$ cat config.mk
export PLATFORM = sky130hd
export DESIGN_NAME = joint_stepper_timed
export DESIGN_NICKNAME = d
export VERILOG_FILES = /design/src/rtl/joint_stepper_pkg.sv /design/src/rtl/joint_cmd_abs.sv /design/src/rtl/joint_stepper_timed.sv
export SDC_FILE = /design/constraint.sdc
export NUM_CORES = 1
export LEC_CHECK = 0
export CAP_MARGIN = 5
export CORE_AREA = 5 5 120 167
export DETAILED_ROUTE_END_ITERATION = 7
export DIE_AREA = 0 0 125 172
export MAX_ROUTING_LAYER = met4
export PLACE_DENSITY = 0.66
export RECOVER_POWER = 50
export SYNTH_ARGS = -nofsm -noshare
export SYNTH_HDL_FRONTEND = slang
export SYNTH_SLANG_ARGS = --single-unit
$ cat constraint.sdc
create_clock -name clk -period 14.9 [get_ports clk]
set_clock_uncertainty 0.05 [all_clocks]
set_input_delay 4.47 -clock clk [delete_from_list [all_inputs] [get_ports clk]]
set_output_delay 4.47 -clock clk [all_outputs]
set_load 0.01 [all_outputs]
$ cat src/rtl/joint_stepper_pkg.sv
// Shared types and elaboration helpers for the timed single-joint step/dir generator.
package joint_stepper_pkg;

   typedef enum logic [1:0] {IDLE, SETUP, PULSE, LOW} state_t;

   // Shortest period that still leaves the full DIR hold window after every pulse.
   function automatic int unsigned min_period(input int unsigned pulse_len,
                                              input int unsigned dir_hold);
      return pulse_len + dir_hold;
   endfunction

   function automatic bit pulse_len_ok(input int unsigned pulse_len);
      return pulse_len >= 1;
   endfunction

endpackage

$ cat src/rtl/joint_cmd_abs.sv
// Saturating magnitude and sign decode of the signed period command.
module joint_cmd_abs #(
   parameter int unsigned WIDTH = 32
) (
   input  logic signed [WIDTH-1:0] cmd,
   output logic        [WIDTH-1:0] mag,
   output logic                    pos,
   output logic                    nonzero
);

   localparam logic [WIDTH-1:0] MOST_NEG = {1'b1, {(WIDTH-1){1'b0}}};
   localparam logic [WIDTH-1:0] MOST_POS = {1'b0, {(WIDTH-1){1'b1}}};
   localparam logic [WIDTH-1:0] ONE      = WIDTH'(1);

   logic [WIDTH-1:0] raw;

   assign raw     = cmd;
   assign nonzero = |raw;
   assign pos     = !raw[WIDTH-1] && nonzero;

   always_comb begin
      mag = raw;
      if (raw[WIDTH-1]) begin
         // The most negative value has no positive twin; clamp it.
         mag = (raw == MOST_NEG) ? MOST_POS : (~raw + ONE);
      end
   end

endmodule

$ cat src/rtl/joint_stepper_timed.sv
// Step/direction generator for one joint with DIR setup/hold timing, fixed-width pulses,
// period clamping and a step-count position feedback.
module joint_stepper_timed
   import joint_stepper_pkg::*;
#(
   parameter int unsigned WIDTH     = 32,
   parameter int unsigned PULSE_LEN = 50,
   parameter int unsigned DIR_SETUP = 25,
   parameter int unsigned DIR_HOLD  = 25,
   parameter bit          STP_INV   = 1'b0,
   parameter bit          DIR_INV   = 1'b0
) (
   input  logic                    clk,
   input  logic                    rst_n,
   input  logic                    jointEnable,
   input  logic signed [WIDTH-1:0] jointFreqCmd,
   output logic signed [WIDTH-1:0] jointFeedback,
   output logic                    jointBusy,
   output logic                    DIR,
   output logic                    STP
);

   if (!pulse_len_ok(PULSE_LEN)) begin : gen_bad_pulse_len
      $error("joint_stepper_timed: PULSE_LEN must be at least 1");
   end

   localparam logic [WIDTH-1:0] ONE       = WIDTH'(1);
   localparam logic [WIDTH-1:0] PLEN      = WIDTH'(PULSE_LEN);
   localparam logic [WIDTH-1:0] SETUP_LEN = WIDTH'(DIR_SETUP);
   localparam logic [WIDTH-1:0] HOLD_LEN  = WIDTH'(DIR_HOLD);
   localparam logic [WIDTH-1:0] MIN_T     = WIDTH'(min_period(PULSE_LEN, DIR_HOLD));

   state_t           state_q, state_d;
   logic [WIDTH-1:0] cnt_q, cnt_d;
   logic [WIDTH-1:0] t_q, t_d;
   logic [WIDTH-1:0] fb_q, fb_d;
   logic             dir_q, dir_d;
   logic             step_q, busy_q;

   logic [WIDTH-1:0] cmd_mag, t_cmd, cnt_inc, low_len;
   logic             cmd_pos, cmd_nz, stop_req, low_done;
   logic             go_eval, start_pulse;

   joint_cmd_abs #(
      .WIDTH (WIDTH)
   ) u_cmd_abs (
      .cmd     (jointFreqCmd),
      .mag     (cmd_mag),
      .pos     (cmd_pos),
      .nonzero (cmd_nz)
   );

   assign t_cmd    = (cmd_mag < MIN_T) ? MIN_T : cmd_mag;
   assign stop_req = !jointEnable || !cmd_nz;
   assign cnt_inc  = cnt_q + ONE;
   assign low_len  = t_q - PLEN;
   // Disabling cuts LOW short, but never below the DIR hold window.
   assign low_done = (cnt_inc == low_len) || (!jointEnable && (cnt_inc >= HOLD_LEN));

   always_comb begin
      state_d     = state_q;
      cnt_d       = cnt_inc;
      t_d         = t_q;
      dir_d       = dir_q;
      fb_d        = fb_q;
      go_eval     = 1'b0;
      start_pulse = 1'b0;

      unique case (state_q)
         IDLE: go_eval = 1'b1;
         SETUP: begin
            if (stop_req) begin
               state_d = IDLE;
               cnt_d   = '0;
            end else if (cmd_pos != dir_q) begin
               dir_d = cmd_pos;
               cnt_d = '0;
            end else if (cnt_inc == SETUP_LEN) begin
               start_pulse = 1'b1;
            end
         end
         PULSE: begin
            if (cnt_inc == PLEN) begin
               if (low_len == '0) begin
                  go_eval = 1'b1;
               end else begin
                  state_d = LOW;
                  cnt_d   = '0;
               end
            end
         end
         LOW: if (low_done) go_eval = 1'b1;
         default: state_d = IDLE;
      endcase

      // Period boundary: same decision as from IDLE.
      if (go_eval) begin
         cnt_d = '0;
         if (stop_req) begin
            state_d = IDLE;
         end else if ((cmd_pos == dir_q) || (DIR_SETUP == 0)) begin
            dir_d       = cmd_pos;
            start_pulse = 1'b1;
         end else begin
            dir_d   = cmd_pos;
            state_d = SETUP;
         end
      end

      if (start_pulse) begin
         state_d = PULSE;
         cnt_d   = '0;
         t_d     = t_cmd;
         fb_d    = dir_d ? (fb_q + ONE) : (fb_q - ONE);
      end
   end

   always_ff @(posedge clk or negedge rst_n) begin
      if (!rst_n) begin
         state_q <= IDLE;
         cnt_q   <= '0;
         t_q     <= '0;
         fb_q    <= '0;
         dir_q   <= 1'b0;
         step_q  <= 1'b0;
         busy_q  <= 1'b0;
      end else begin
         state_q <= state_d;
         cnt_q   <= cnt_d;
         t_q     <= t_d;
         fb_q    <= fb_d;
         dir_q   <= dir_d;
         step_q  <= (state_d == PULSE);
         busy_q  <= (state_d != IDLE);
      end
   end

   assign jointFeedback = fb_q;
   assign jointBusy     = busy_q;
   assign STP           = step_q ^ STP_INV;
   assign DIR           = dir_q ^ DIR_INV;

endmodule

==> flow_summary.json, run 1 <==
{
  "status": "finished, violations left",
  "violations": "capacitance limit, slew limit",
  "initial_core_util_pct": 46.0,
  "finalWorstSetupSlack_ns": 4.30,
  "synthXorXnorAreaFrac_pct": 10.6,
  "crit_path_top_delay_cell": "or3_2",
  "drive_above_1_share_pct": 5.38,
  "setup_viol": 0,
  "crit_path_end_kind": "register",
  "required_ns": 15.14,
  "io_buffer_count": 69,
  "num_antenna_cells": 0,
  "ys_types": 79,
  "synth_ff_type": "dfrtp_1",
  "finalCriticalPeriod_ns": 10.60,
  "drc_errors": 0,
  "vias": 8190,
  "yosys_warnings": 0,
  "hold_class": "register to register",
  "drt_iter0_drc": 742,
  "share_comb_of_total_power_pct": 44.2,
  "yosysSeqAreaShare_pct": 29.9,
  "synthCells": 1060,
  "coreArea_um2": 18400,
  "place_hpwl_um": 18400,
  "synth_compound_area_share_pct": 17.4,
  "drv_cap": 2,
  "grt_pass1_wl_um": 39500,
  "dp.cells": 1307,
  "die_w_um": 125,
  "p_leak_nw": 3.60,
  "synthMuxAreaShare_pct": 3.62,
  "synth-simple-area-share_pct": 32.4,
  "max_slew_margin_pct": -104,
  "synth_top_family_by_area": "simple AND/OR/NAND/NOR gates",
  "crit_path_max_fanout": 51,
  "place_area_um2": 9200,
  "htree_levels": 3,
  "cts_root_buffer": "clkbuf_16",
  "power_density_nw_per_um2": 136,
  "p_seq_share_pct": 36.6,
  "design_area_um2": 9500,
  "dp_slack_ns": 4.00,
  "num_rows": 59,
  "syn-cell-area_um2": 8460,
  "nNetsFinal": 1118,
  "cpLargestDelayFamily": "simple AND/OR/NAND/NOR gates",
  "path_cells": "clkdlybuf4s50_1, or2_2, or4_1, nor4_1, nand2_1, nor4_2, buf_4, nor2_1, o22ai_1, a21oi_1, or3_2, xnor2_1, ha_1, or3_1, nor3_1, nand2_1, nor4b_1, mux2i_1, nor2_1, xor2_1",
  "hold_viol": 0,
  "area_growth_pct": 12.4,
  "post_cts_resized": 0,
  "max-vdd-ir-drop_v": 0.0000646,
  "place_congestion": 0.922,
  "overflow": 0,
  "synth-edff-count": 0,
  "layout.cells.non_filler": 1323,
  "total_power_mw": 1.29,
  "async_reset_ff_share_pct": 100,
  "p_int_mw": 0.736,
  "drt_first_pass_iters": 5,
  "clk_pin_slew_ns": 0.08,
  "dieArea_um2": 21500,
  "p_switching_mw": 0.557,
  "fmax_mhz": 94.4,
  "worstSetupStartpointType": "input port",
  "grt_max_degree": 70,
  "post_cts_buffers": 0,
  "cts_buffer_depth": 2,
  "worst-setup-path-type": "input port to register",
  "track_usage_pct": 23.1,
  "hold_buffers": 0,
  "worst_pin_slew_ns": 3.06,
  "synth_adder_area_share_pct": 1.33,
  "wl_per_cell_um": 18.5,
  "critPathBufInv": 2,
  "cp_slowest_stage_delay_ns": 0.90,
  "ys_ff_latch": 101,
  "die_height_um": 172,
  "clock_sinks": 101,
  "cts_made_buffers": 9,
  "pin_count": 70,
  "ant_nets": 0,
  "grt_pass1_vias": 7616,
  "fin_setup_tns_ns": 0,
  "vias_per_cell": 6.19,
  "rsz0062_at_grt": "false",
  "final_max_slew_viol_count": 104,
  "insertion_delay_ns": 0.36,
  "period_share_pct": 71.1,
  "drt-total-wl_um": 24400,
  "clkPwrFrac_pct": 19.2,
  "p_sw_share_pct": 43.1,
  "arrival_ns": 10.84,
  "synth.avg_cell_area_um2": 7.98,
  "antenna_found_initial": 0,
  "cts_tree": "built",
  "synth_nets": 1104
}
power by group through the flow:
stage	Clock, mW	Sequential (mW)	Combinational (mW)
2_1_floorplan	0	0.431	0.432
3_3_place_gp	0	0.475	0.570
3_5_place_dp	0	0.477	0.577
4_1_cts	0.253	0.472	0.578
5_1_grt	0.265	0.489	0.628
6_report	0.248	0.474	0.572
area by class of cell:
class	instances	area [µm²]
Fill cell	1794	8880
Multi-Input combinational cell	864	5540
Sequential cell	101	2530
Timing Repair Buffer	77	741
Tap cell	244	305
Clock buffer	9	225
Clock inverter	7	82.6
Inverter	21	78.8
logic make-up (layout without fill, tap and decap cells):
family,after synthesis,after routing
compound gates,216,216
xor+xnor,99,99
fa+ha+maj,9,9
buf+inv,95,114
flops,101,101
mux,29,29
simple gates,511,511
worst paths after layout:
check	to	cells past startpoint	startpoint	slack [ns]
max	jointFeedback[18]	20	jointFreqCmd[21]	4.30
max in group asynchronous	state_q[0]	2	rst_n	6.11
min	jointFeedback[31]	1	jointFeedback[31]	0.42
min reg2reg	jointFeedback[31]	1	jointFeedback[31]	0.42
min in group asynchronous	cnt_q[6]	1	rst_n	4.83
max reg2reg	jointFeedback[18]	18	t_q[1]	7.65
synth_stat cells (12+ instances only):
master	instances	area, µm²
nor4_1	39	244
nor3_1	38	190
nor2_1	126	473
or4_1	19	143
nand4_1	45	282
clkbuf_1	50	188
a21oi_1	46	230
xor2_1	49	429
dfrtp_1	101	2530
mux2i_1	16	160
a31oi_1	12	75.1
or3_1	33	206
o21ai_0	46	230
xnor2_1	48	420
nand3_1	35	175
nand2_1	84	315
inv_1	20	75.1
layout by cell type, fill, tap and decap left out, types with 35 or more instances in the layout:
| master | count |
|---|---|
| xnor2_1 | 48 |
| nand4_1 | 45 |
| nor2_1 | 126 |
| xor2_1 | 49 |
| a21oi_1 | 46 |
| nand3_1 | 35 |
| nor3_1 | 38 |
| dfrtp_1 | 101 |
| o21ai_0 | 46 |
| nand2_1 | 84 |
| nor4_1 | 39 |
| clkdlybuf4s50_1 | 51 |
state kept, by name, indices dropped and copies added, names as in the netlist:
register,cells
cnt_q,32
jointFeedback,32
t_q,32
state_q,2
DIR,1
STP,1
jointBusy,1
metrics by stage:
stage                     hold WS [ns]  utilization (%)
after floorplan                  0.414                -
after global placement           0.409             50.1
after detailed placement         0.411             50.1
after CTS                        0.427             51.7
after global routing             0.470             51.7
final                            0.421             51.7
layer usage:
metal | global-route usage [%] | wire length (µm)
met1 | 28.4 | 10400
met2 | 38.1 | 11800
met3 | 3.24 | 1180
met4 | 10.6 | 1020
met5 | - | 0
Note: power is estimated with default switching activity, not from simulation.
==> run 2: changes to the inputs <==
==> constraint.sdc (replaced) <==
create_clock -name clk -period 10.9 [get_ports clk]
set_clock_uncertainty 0.05 [all_clocks]
set_input_delay 3.27 -clock clk [delete_from_list [all_inputs] [get_ports clk]]
set_output_delay 3.27 -clock clk [all_outputs]
set_load 0.01 [all_outputs]
==> run 2 against run 1 <==
Effect of this change: the run still ends with capacitance limit, slew limit left; setup slack got worse by 2.0 ns; sequential power rose by 36%; final cell count did not move; core utilization barely moved; global-route usage barely moved; critical path type unchanged; critical endpoint is now jointFeedback[30]; largest cell class unchanged.
==> flow_summary.json, run 2 (synthesis gave the netlist of run 1 again) <==
{
  "status": "finished, violations left",
  "violations": "capacitance limit, slew limit",
  "overflow": 0,
  "drt_iter0_drc": 602,
  "die_height_um": 172,
  "period_share_pct": 79.0,
  "max_slew_margin_pct": -92.5,
  "grt_max_degree": 55,
  "insertion_delay_ns": 0.36,
  "area_growth_pct": 12.3,
  "drt_first_pass_iters": 5,
  "p_leak_nw": 3.61,
  "worst-setup-path-type": "input port to register",
  "power_density_nw_per_um2": 185,
  "crit_path_end_kind": "register",
  "design_area_um2": 9500,
  "track_usage_pct": 23.1,
  "initial_core_util_pct": 46.0,
  "p_seq_share_pct": 36.9,
  "nNetsFinal": 1119,
  "m1WireLength_um": 10600,
  "fmax_mhz": 116,
  "dieArea_um2": 21500,
  "io_buffer_count": 69,
  "post_cts_resized": 0,
  "layout_commonest_cell": "nor2_1",
  "die_w_um": 125,
  "clkPwrFrac_pct": 18.6,
  "final_max_slew_viol_count": 104,
  "layout_common_cells": "nor2_1 (126), dfrtp_1 (101), nand2_1 (84)",
  "p_switching_mw": 0.744,
  "share_comb_of_total_power_pct": 44.5,
  "setup_viol": 0,
  "wl_met2_um": 11600,
  "max-vdd-ir-drop_v": 0.0000848,
  "crit_path_top_delay_cell": "or3_2",
  "grt_pass1_wl_um": 39600,
  "rsz0062_at_grt": "false",
  "drv_cap": 2,
  "drt-total-wl_um": 24300,
  "cts_tree": "built",
  "cts_made_buffers": 9,
  "hold_class": "register to register",
  "wl_per_cell_um": 18.3,
  "drc_errors": 0,
  "p_sw_share_pct": 42.4,
  "coreArea_um2": 18400,
  "finalCriticalPeriod_ns": 8.61,
  "clock_sinks": 101,
  "hold_viol": 0,
  "worst_pin_slew_ns": 2.89,
  "place_area_um2": 9210,
  "total_power_mw": 1.75,
  "drive_above_1_share_pct": 5.38,
  "clk_pin_slew_ns": 0.08,
  "hold_buffers": 0,
  "arrival_ns": 8.84,
  "worstSetupStartpointType": "input port",
  "required_ns": 11.13,
  "vias": 8135,
  "top_layer": "met4",
  "path_cells": "clkdlybuf4s50_1, or2_2, or4_1, nor4_1, nand2_1, nor4_2, buf_4, nor2_1, o22ai_1, a21oi_1, or3_2, buf_4, xnor2_1, ha_1, or3_1, nor3_1, nand2_1, nor3_1, nand4b_1, a21oi_1, xor2_1",
  "place_congestion": 0.950,
  "fin_setup_tns_ns": 0,
  "route.met3.wl_um": 774,
  "antenna_found_initial": 0,
  "p_int_mw": 1.01,
  "num_antenna_cells": 0,
  "crit_path_max_fanout": 51,
  "place_hpwl_um": 18300,
  "htree_levels": 3,
  "grt_pass1_vias": 7745,
  "cp_slowest_stage_delay_ns": 0.48,
  "cts_root_buffer": "clkbuf_16",
  "r2r_setup_slack_ns": 3.77,
  "vias_per_cell": 6.15,
  "num_rows": 59,
  "post_cts_buffers": 0,
  "cts_buffer_depth": 2,
  "ant_nets": 0,
  "pin_count": 70
}
run 2: cell count changes in the layout (fill, tap and decap cells not counted), sizes merged:
cell / before / now
clkinvlp: 2 / 1
clkbuf: 11 / 12
inv: 22 / 21
buf: 7 / 8
run 2: final timing paths:
| kind | startpoint | cells past startpoint | end |
|---|---|---|---|
| max reg2reg | t_q[1] | 19 | jointFeedback[30] |
| max in group asynchronous | rst_n | 2 | jointFeedback[9] |
| min reg2reg | jointFeedback[31] | 1 | jointFeedback[31] |
| min in group asynchronous | rst_n | 1 | cnt_q[6] |
| max | jointFreqCmd[21] | 21 | jointFeedback[30] |
| min | jointFeedback[31] | 1 | jointFeedback[31] |
run 2: area by class of cell:
| cell class | instances | area [µm²] |
|---|---|---|
| fillers | 1771 | 8880 |
| multi-input cells | 864 | 5540 |
| clock buffers | 10 | 239 |
| inverters | 21 | 78.8 |
| clock inverters | 5 | 60.1 |
| flip-flops and latches | 101 | 2530 |
| well taps | 244 | 305 |
| repair buffers | 78 | 748 |
run 2: routing by layer:
metal / vias up / GRT usage [%]
met5: - / -
met4: 0 / 12.3
met3: 69 / 2.32
met2: 224 / 38.5
met1: 3869 / 28.0
li1: 3973 / -
run 2: worst max-delay path, delay by kind of cell:
| family | cells | cell delay, ns |
|---|---|---|
| xor+xnor | 2 | 0.37 |
| compound gates | 3 | 0.46 |
| buf+inv | 3 | 1.07 |
| fa+ha+maj | 1 | 0.31 |
| simple gates | 12 | 3.36 |
run 2: power by group through the flow:
stage / Sequential (mW) / Clock, mW / Combinational [mW]
floorplan: 0.590 / 0 / 0.591
global placement: 0.647 / 0 / 0.781
detailed placement: 0.651 / 0 / 0.786
CTS: 0.646 / 0.335 / 0.790
global route: 0.667 / 0.350 / 0.859
finish: 0.646 / 0.327 / 0.780
run 2: stage by stage:
stage / setup slack [ns] / utilization, % / hold WS [ns] / std cells
global placement: 2.09 / 50.1 / 0.417 / 1308
finish: 2.29 / 51.7 / 0.414 / 1323
global route: 1.84 / 51.7 / 0.456 / 1323
floorplan: 2.80 / - / 0.414 / 1060
detailed placement: 1.94 / 50.1 / 0.407 / 1308
CTS: 2.32 / 51.7 / 0.427 / 1323
